--- config.mk ---
export PLATFORM = sky130hd
export DESIGN_NAME = moore_seq_engine
export DESIGN_NICKNAME = d
export VERILOG_FILES = /design/src/rtl/moore_seq_engine.sv
export SDC_FILE = /design/constraint.sdc
export NUM_CORES = 1
export LEC_CHECK = 0
export CAP_MARGIN = 40
export CORE_ASPECT_RATIO = 0.75
export CORE_UTILIZATION = 59
export CTS_BUF_LIST = sky130_fd_sc_hd__clkbuf_2
export CTS_CLUSTER_DIAMETER = 50
export DETAILED_ROUTE_END_ITERATION = 6
export PLACE_DENSITY_LB_ADDON = 0.3
export SYNTH_ARGS = -nofsm -noshare
export SYNTH_HDL_FRONTEND = slang
export SYNTH_SLANG_ARGS = --single-unit
--- constraint.sdc ---
create_clock -name clk -period 7.2 [get_ports clk]
set_clock_uncertainty 0.1 [all_clocks]
set_input_delay 1.8 -clock clk [delete_from_list [all_inputs] [get_ports clk]]
set_output_delay 1.8 -clock clk [all_outputs]
set_load 0.005 [all_outputs]
--- src/rtl/moore_seq_engine.sv ---
// Runtime-programmable one-hot Moore sequencer. Each state selects one input
// bit, branches to a programmable true/false successor after a programmable
// minimum dwell, and drives a programmable output word. Illegal one-hot codes
// and out-of-range targets recover to S0 and raise a sticky error flag.
module moore_seq_engine #(
  parameter int NUM_STATES = 4,
  parameter int NUM_IN     = 4,
  parameter int OUT_W      = 2,
  parameter int DWELL_W    = 4,
  localparam int ST_W      = $clog2(NUM_STATES),
  localparam int SEL_W     = $clog2(NUM_IN),
  localparam int CFG_W     = SEL_W + 2*ST_W + OUT_W + DWELL_W
) (
  input  logic                  clk,
  input  logic                  rst,
  input  logic                  en,
  input  logic [NUM_IN-1:0]     X,
  input  logic                  cfg_we,
  input  logic [ST_W-1:0]       cfg_addr,
  input  logic [CFG_W-1:0]      cfg_data,
  output logic [OUT_W-1:0]      Z,
  output logic [NUM_STATES-1:0] state_oh,
  output logic                  trans,
  output logic                  err
);

  // Bit offsets of the fields inside one table entry {dwell, z, next_f, next_t, in_sel}.
  localparam int T_LO = SEL_W;
  localparam int F_LO = SEL_W + ST_W;
  localparam int Z_LO = SEL_W + 2*ST_W;
  localparam int D_LO = Z_LO + OUT_W;

  function automatic logic [2**ST_W-1:0] stateMask();
    logic [2**ST_W-1:0] m;
    for (int i = 0; i < 2**ST_W; i++) m[i] = (i < NUM_STATES);
    return m;
  endfunction

  function automatic logic [2**SEL_W-1:0] selMask();
    logic [2**SEL_W-1:0] m;
    for (int i = 0; i < 2**SEL_W; i++) m[i] = (i < NUM_IN);
    return m;
  endfunction

  function automatic logic [CFG_W-1:0] defaultEntry(int i);
    return {DWELL_W'(0), OUT_W'(i), ST_W'(i), ST_W'((i + 1) % NUM_STATES), SEL_W'(i % NUM_IN)};
  endfunction

  // Encodable indices that name a real state / a real input bit.
  localparam logic [2**ST_W-1:0]  ST_VALID  = stateMask();
  localparam logic [2**SEL_W-1:0] SEL_VALID = selMask();

  logic [CFG_W-1:0]      cfg_q [NUM_STATES];
  logic [NUM_STATES-1:0] state_q, state_d;
  logic [DWELL_W-1:0]    dwell_q, dwell_d;
  logic                  trans_q, trans_d;
  logic                  err_q, err_d;

  logic [ST_W-1:0]    curIdx;
  logic               stateLegal;
  logic [CFG_W-1:0]   curEntry;
  logic [SEL_W-1:0]   curSel;
  logic [ST_W-1:0]    tgt;

  // Decode the one-hot state into an index and fetch its table entry.
  always_comb begin
    curIdx = '0;
    for (int i = 0; i < NUM_STATES; i++) begin
      if (state_q[i]) curIdx = ST_W'(i);
    end
    stateLegal = $onehot(state_q);
    curEntry   = cfg_q[curIdx];
    curSel     = SEL_VALID[curEntry[SEL_W-1:0]] ? curEntry[SEL_W-1:0] : '0;
    tgt        = X[curSel] ? curEntry[T_LO +: ST_W] : curEntry[F_LO +: ST_W];
  end

  // Moore output depends only on state and table; blanked while the state is illegal.
  always_comb begin
    Z = '0;
    if (stateLegal) Z = curEntry[Z_LO +: OUT_W];
  end

  // Next-state, dwell counting, transition strobe and error recovery.
  always_comb begin
    state_d = state_q;
    dwell_d = dwell_q;
    trans_d = 1'b0;
    err_d   = err_q;
    if (!stateLegal) begin
      state_d = NUM_STATES'(1);
      dwell_d = '0;
      err_d   = 1'b1;
    end else if (en) begin
      if (dwell_q < curEntry[D_LO +: DWELL_W]) begin
        dwell_d = dwell_q + DWELL_W'(1);
      end else if (!ST_VALID[tgt]) begin
        state_d = NUM_STATES'(1);
        dwell_d = '0;
        trans_d = 1'b1;
        err_d   = 1'b1;
      end else if (tgt != curIdx) begin
        state_d = NUM_STATES'(1) << tgt;
        dwell_d = '0;
        trans_d = 1'b1;
      end
    end
  end

  // State, dwell counter, strobe and sticky error registers.
  always_ff @(posedge clk or negedge rst) begin
    if (!rst) begin
      state_q <= NUM_STATES'(1);
      dwell_q <= '0;
      trans_q <= 1'b0;
      err_q   <= 1'b0;
    end else begin
      state_q <= state_d;
      dwell_q <= dwell_d;
      trans_q <= trans_d;
      err_q   <= err_d;
    end
  end

  // Transition table: reset to the default ring, written by the config port.
  always_ff @(posedge clk or negedge rst) begin
    if (!rst) begin
      for (int i = 0; i < NUM_STATES; i++) cfg_q[i] <= defaultEntry(i);
    end else if (cfg_we && ST_VALID[cfg_addr]) begin
      cfg_q[cfg_addr] <= cfg_data;
    end
  end

  assign state_oh = state_q;
  assign trans    = trans_q;
  assign err      = err_q;

endmodule

==> impl_metrics.csv, run 1 <==
group,metric,value,unit
outcome,status,"finished clean",
placed_design,place.gp.congestion,0.825,
synthesis,synthesis.area,3050,µm²
setup_path,cp-start-kind,"flip-flop",
power,p_per_area,428,nW/µm²
setup_path,critical_path.top_delay_family,"adder cells",
synthesis,synth_compound_area_frac,0.117,
cts,cts.sinks,58,
synthesis,synthXorXnorAreaFrac,0,
min_path,hold_end,"err",
cts,cts_buffers,9,
floorplanning,die_w,85.0,µm
setup_path,critical_path_arrival,3.71,ns
synthesis,ys_types,46,
setup_path,slowest_stage,"dfrtp_1",
synthesis,synth-adder-area-share,0.0312,
synthesis,syn_area_per_cell,11.3,µm²
timing,maxSlewHeadroom,0.502,
timing,slew_violations,0,
setup_path,crit_chain,"inv_1, fa_1, inv_1, ha_1, ha_1, nor2_1, nand2_1, nor2_1, clkdlybuf4s50_1",
synthesis,seq_area_frac_synth,0.483,
cts,post-cts-setup-buffers,0,
cts,cts_tree,"done",
timing,grt_setup_unrepaired,"no",
timing,final_hold_viol_count,0,
setup_path,ff2ff_setup_slack,3.74,ns
synthesis,yosys_warnings,0,
setup_path,crit_required,5.30,ns
finish,layout.cells.most_common,"mux2_2",
grt,gr-total-overflow,0,
placed_design,place.detailed.hpwl,4150,µm
synthesis,yosys_most_used_dff,"dfrtp_1",
finish,synthToLayoutAreaGrowth,14.6,%
detailed_routing,drt_iter0_markers,104,
grt,antenna_found_initial,0,
synthesis,syn_inst,269,
grt,grt_pass1_vias,2138,
setup_path,r2r-end,"state_oh[0]",
cts,htreeDepth,3,
finish,n_antenna_cell,0,
timing,max_freq,178,MHz
cts,clk_path_buf_depth,2,
grt,grt_start_max_net_pins,59,
finish,nNetsFinal,326,
cts,cts_hold_buf,0,
floorplanning,core,4930,µm²
timing,tns,0,ns
detailed_routing,wire_per_inst,16.4,µm
setup_path,reg2reg_from,"state_oh[3]",
min_path,worstHoldStart,"err",
detailed_routing,wl,5920,µm
timing,timing.final.crit_share,0.779,
floorplanning,fp.dieArea,5470,µm²
cts,clkTransAtPathRegs,0.16,ns
synthesis,synth_edf_count,0,
setup_path,cpPeakStageDelay,0.70,ns
floorplanning,rows,22,
cts,clock_tree.root_cell,"clkbuf_2",
setup_path,crit_buf_inv,3,
power,leakage,1.48,nW
placed_design,portBuffers,29,
power,internal_power,877,µW
synthesis,synth-simple-area-share,0.0988,
power,p_sw,621,µW
power,p_sw_frac,0.415,
synthesis,synth_top_family_by_area,"multiplexers",
grt,grt_util_all_layers,0.251,
detailed_routing,ant_nets,0,
run,cap_viol_max_count,0,
detailed_routing,drt_pass1_iterations,4,
setup_path,end_kind,"primary output",
power,p_comb_frac,0.528,
detailed_routing,num_vias,2132,
timing,worst_slew_pin_slew,0.744,ns
synthesis,synth_top_area_cell,"dfrtp_1",
min_path,hold_path_class,"flip-flop to flip-flop",
min_path,hold_depth,1,
detailed_routing,avgViaCountPerCell,5.89,
timing,min_period,5.61,ns
floorplanning,ios,30,
grt,grt_pass1_wl,10300,µm
finish,drive_above_1_share,0.301,
setup_path,reg2regPathDepth,10,
synthesis,synthMuxAreaShare,0.234,
finish,fillers,352,
power,p_clk_frac,0.154,
cts,clk-insertion-delay-late,0.49,ns
synthesis,synth_top_area_frac,0.336,
synthesis,synthArstFlopShare,1.00,
setup_path,crit_fanout,18,
synthesis,syn-num-nets,298,
detailed_routing,drc,0,
cts,cts_resized,0,
finish,mostFrequentLayoutCells,"49 x mux2_2, 41 x dfrtp_1, 28 x clkdlybuf4s50_1",
power,ir_drop,0.189,mV
setup_path,critPathKind,"flip-flop to primary output",
synthesis,synth.ff_latch_count,58,
power,power,1.50,mW
timing,whs,0.383,ns
power,power_frac_seq,0.318,
synthesis,synth_area_leaders,"dfrtp_1 34%, mux2_2 18%, dfstp_2 15%",
timing,setup_violations,0,
floorplanning,start_util,0.619,
floorplanning,die_h,64.3,µm
-- flip-flops by register name (all words and copies together), names as in the netlist --
register and count:
trans 1, err 1, cfg_q 48, dwell_q 4, state_oh 4
-- layout make-up --
class,count,area [µm²],area share
clock buffer,10,50.0,0.0143
clock inverter,6,81.3,0.0232
inverter,9,33.8,0.00966
multi-input combinational,187,1470,0.421
sequential,58,1470,0.421
tap,60,75.1,0.0215
timing repair buffer,32,312,0.0891
-- power groups by stage --
stage	sequential [mW]	combinational [mW]	clock, mW
finish	0.477	0.790	0.231
global route	0.489	0.885	0.252
CTS	0.477	0.789	0.238
detailed placement	0.484	0.785	0
global placement	0.480	0.762	0
floorplan	0.454	0.622	0
-- metal layers --
layer,GRT usage,wire [µm],share of wire
met5,0,0,0
met3,0.0762,280,0.047
met4,0.0932,68,0.011
met1,0.338,2970,0.50
met2,0.385,2610,0.44
-- synth_stat cells, types with 2 or more instances --
cell	n
a21oi_1	19
ha_1	6
a31oi_1	2
buf_1	4
and3_1	2
dfstp_2	17
o221ai_1	2
buf_6	2
a21o_1	3
buf_2	4
nand2_1	11
nand3b_1	4
o21ai_0	9
clkbuf_1	5
nor2_1	21
mux2i_1	14
o22ai_1	5
dfrtp_1	41
nor3_1	4
o211ai_1	2
nand2b_1	4
and2_1	2
nand3_1	6
mux2_1	2
mux2_2	49
inv_1	9
-- worst register-to-register path, delay by kind of cell, from the launching register on --
family,cells,cell delay (ns)
fa+ha+maj,3,1.00
flops,1,0.70
simple gates,3,0.65
compound gates,2,0.54
buf+inv,2,0.41
-- cells by family (layout without fill, tap and decap cells) --
logic type	Yosys count	after routing
multiplexers	65	65
AND/OR/NAND/NOR	60	60
flip-flops	58	58
AO/OA/AOI/OAI	55	55
buffers and inverters	24	57
adder cells (fa/ha/maj)	7	7
-- worst max-delay path by stage --
stage | startpoint | endpoint | slack (ns) | cells after the start
finish | state_oh[3] | Z[1] | 1.59 | 9
global route | state_oh[3] | Z[1] | 1.33 | 9
CTS | state_oh[3] | Z[1] | 1.60 | 9
detailed placement | state_oh[3] | Z[1] | 2.18 | 9
global placement | state_oh[3] | Z[1] | 2.25 | 9
floorplan | state_oh[1] | Z[0] | 2.88 | 10
-- metrics by stage --
| step | utilization | instance area [µm²] | worst slack [ns] | instances |
|---|---|---|---|---|
| global route | 0.710 | 3500 | 1.33 | 362 |
| CTS | 0.710 | 3500 | 1.60 | 362 |
| finish | 0.710 | 3500 | 1.59 | 362 |
| detailed placement | 0.683 | 3370 | 2.18 | 346 |
| global placement | 0.681 | 3360 | 2.25 | 345 |
| floorplan | - | 3050 | 2.88 | 269 |
(Power assumes the default switching activity.)
==> inputs of run 2 (changes only) <==
- CORE_UTILIZATION: 59 -> 53
- clock period: 7.2 -> 4.53 ns (I/O delays scaled with it)
==> impl_metrics.csv, run 2 (synthesized netlist as in run 1, its figures left out) <==
group,metric,value,unit
grt,grt_pass1_vias,2059,
grt,gr-total-overflow,0,
timing,worst_slew_pin_slew,0.829,ns
timing,timing.final.crit_share,0.945,
floorplanning,core,5440,µm²
detailed_routing,num_vias,2155,
setup_path,cp-start-kind,"flip-flop",
setup_path,crit_fanout,7,
cts,clk_path_buf_depth,2,
detailed_routing,avgViaCountPerCell,5.64,
timing,max_freq,234,MHz
finish,drive_above_1_share,0.326,
setup_path,crit_start,"state_oh[0]",
grt,grt_util_all_layers,0.241,
run,cap_viol_max_count,0,
timing,slew_violations,0,
outcome,status,"finished clean",
placed_design,place.gp.congestion,0.836,
floorplanning,die_w,89.6,µm
floorplanning,die_h,67.7,µm
timing,tns,0,ns
detailed_routing,wire_per_inst,16.2,µm
finish,n_antenna_cell,0,
setup_path,reg2reg_from,"state_oh[2]",
setup_path,critical_path_arrival,3.05,ns
detailed_routing,drt_iter0_markers,131,
power,leakage,1.51,nW
setup_path,reg2regPathDepth,8,
setup_path,r2r-end,"dwell_q[3]",
timing,worst_slack,0.249,ns
cts,cts_buffers,9,
power,ir_drop,0.308,mV
timing,grt_setup_unrepaired,"no",
grt,antenna_found_initial,0,
cts,clkTransAtPathRegs,0.15,ns
placed_design,post-place-ws,0.598,ns
grt,grt_pass1_wl,10300,µm
setup_path,crit_required,3.30,ns
setup_path,crit_chain,"inv_1, fa_1, inv_1, ha_1, ha_1, nor2_2, nand2_2, nor2_1, clkdlybuf4s50_1",
setup_path,end_kind,"primary output",
finish,layout.cells.most_common,"mux2_2",
setup_path,ff2ff_setup_slack,1.26,ns
finish,fillers,416,
finish,largest_register,"cfg_q",
detailed_routing,drt_pass1_iterations,4,
placed_design,place.detailed.hpwl,4240,µm
timing,min_period,4.28,ns
detailed_routing,wl,6170,µm
setup_path,crit_buf_inv,3,
timing,final_hold_viol_count,0,
min_path,hold_path_class,"flip-flop to flip-flop",
timing,setup_violations,0,
setup_path,critPathKind,"flip-flop to primary output",
timing,maxSlewHeadroom,0.446,
setup_path,critical_path.top_delay_family,"adder cells",
floorplanning,fp.dieArea,6070,µm²
power,p_per_area,704,nW/µm²
detailed_routing,ant_nets,0,
finish,fin_util,0.654,
cts,cts_hold_buf,0,
placed_design,portBuffers,29,
cts,clk-insertion-delay-late,0.49,ns
cts,htreeDepth,3,
finish,synthToLayoutAreaGrowth,16.6,%
setup_path,cp-endpoint,"Z[0]",
finish,mostFrequentLayoutCells,"49 x mux2_2, 41 x dfrtp_1, 28 x clkdlybuf4s50_1",
power,power,2.50,mW
cts,cts_tree,"done",
detailed_routing,drc,0,
grt,grt_start_max_net_pins,33,
floorplanning,start_util,0.561,
setup_path,slowest_stage,"dfstp_2",
floorplanning,rows,23,
cts,clock_tree.root_cell,"clkbuf_2",
cts,cts.sinks,58,
finish,largest_reg_flops,48,
floorplanning,ios,30,
setup_path,cpPeakStageDelay,0.58,ns
finish,nNetsFinal,331,
setup_path,crit_cells,9,
run 2: cell types whose count changed in the layout (fill, tap and decap cells not counted):
cell        before  now
nor2_2           0    2
nor2_1          21   19
buf_4            2    8
nand2_1         11   10
clkinv_2         1    2
nand2_2          0    1
buf_6            1    0
clkinvlp_4       0    1
clkinv_1         2    1
clkinv_4         1    0
run 2: metrics by stage:
stage | instances | hold WS [ns] | instance area, µm²
CTS | 379 | 0.401 | 3530
floorplan | 269 | 0.359 | 3050
global placement | 363 | 0.354 | 3400
global route | 382 | 0.433 | 3560
finish | 382 | 0.398 | 3560
detailed placement | 363 | 0.367 | 3400
run 2: how the worst min path moves through the flow:
| stage | from | cells after the start | to |
|---|---|---|---|
| final | err | 1 | err |
| after global routing | cfg_q[20] | 1 | cfg_q[20] |
| after CTS | err | 1 | err |
| after detailed placement | err | 1 | err |
| after global placement | err | 1 | err |
| after floorplan | err | 1 | err |
run 2: power by group:
part | switching [mW] | internal [mW] | total, mW
combinational | 0.744 | 0.649 | 1.39
clock | 0.187 | 0.181 | 0.368
sequential | 0.0886 | 0.655 | 0.744
total | 1.02 | 1.49 | 2.50
run 2: area by class of cell:
type	count	area [µm²]	share of cell area
clock buffers	10	50.0	0.0141
clock inverters	6	81.3	0.0229
inverters	9	33.8	0.00949
multi-input cells	187	1480	0.416
flip-flops and latches	58	1470	0.414
well taps	75	93.8	0.0264
repair buffers	37	345	0.0970
run 2: what timing repair did:
item,in CTS,in global routing
setup endpoints to repair,0,2
hold endpoints to repair,0,0
setup buffers,0,3
gates resized for setup,0,3
run 2: per-layer routing:
layer,routed length (µm),part of all wire,track usage,vias to the layer above
li1,-,-,-,1045
met1,3140,0.51,0.350,1047
met2,2640,0.43,0.334,53
met3,262,0.042,0.0660,10
met4,131,0.021,0.105,0
met5,0,0,0,-
run 2: worst register-to-register path: cells and delay by family (launching register included):
family          cells  cell delay, ns
flops               1            0.81
compound gates      5            1.35
simple gates        3            0.95
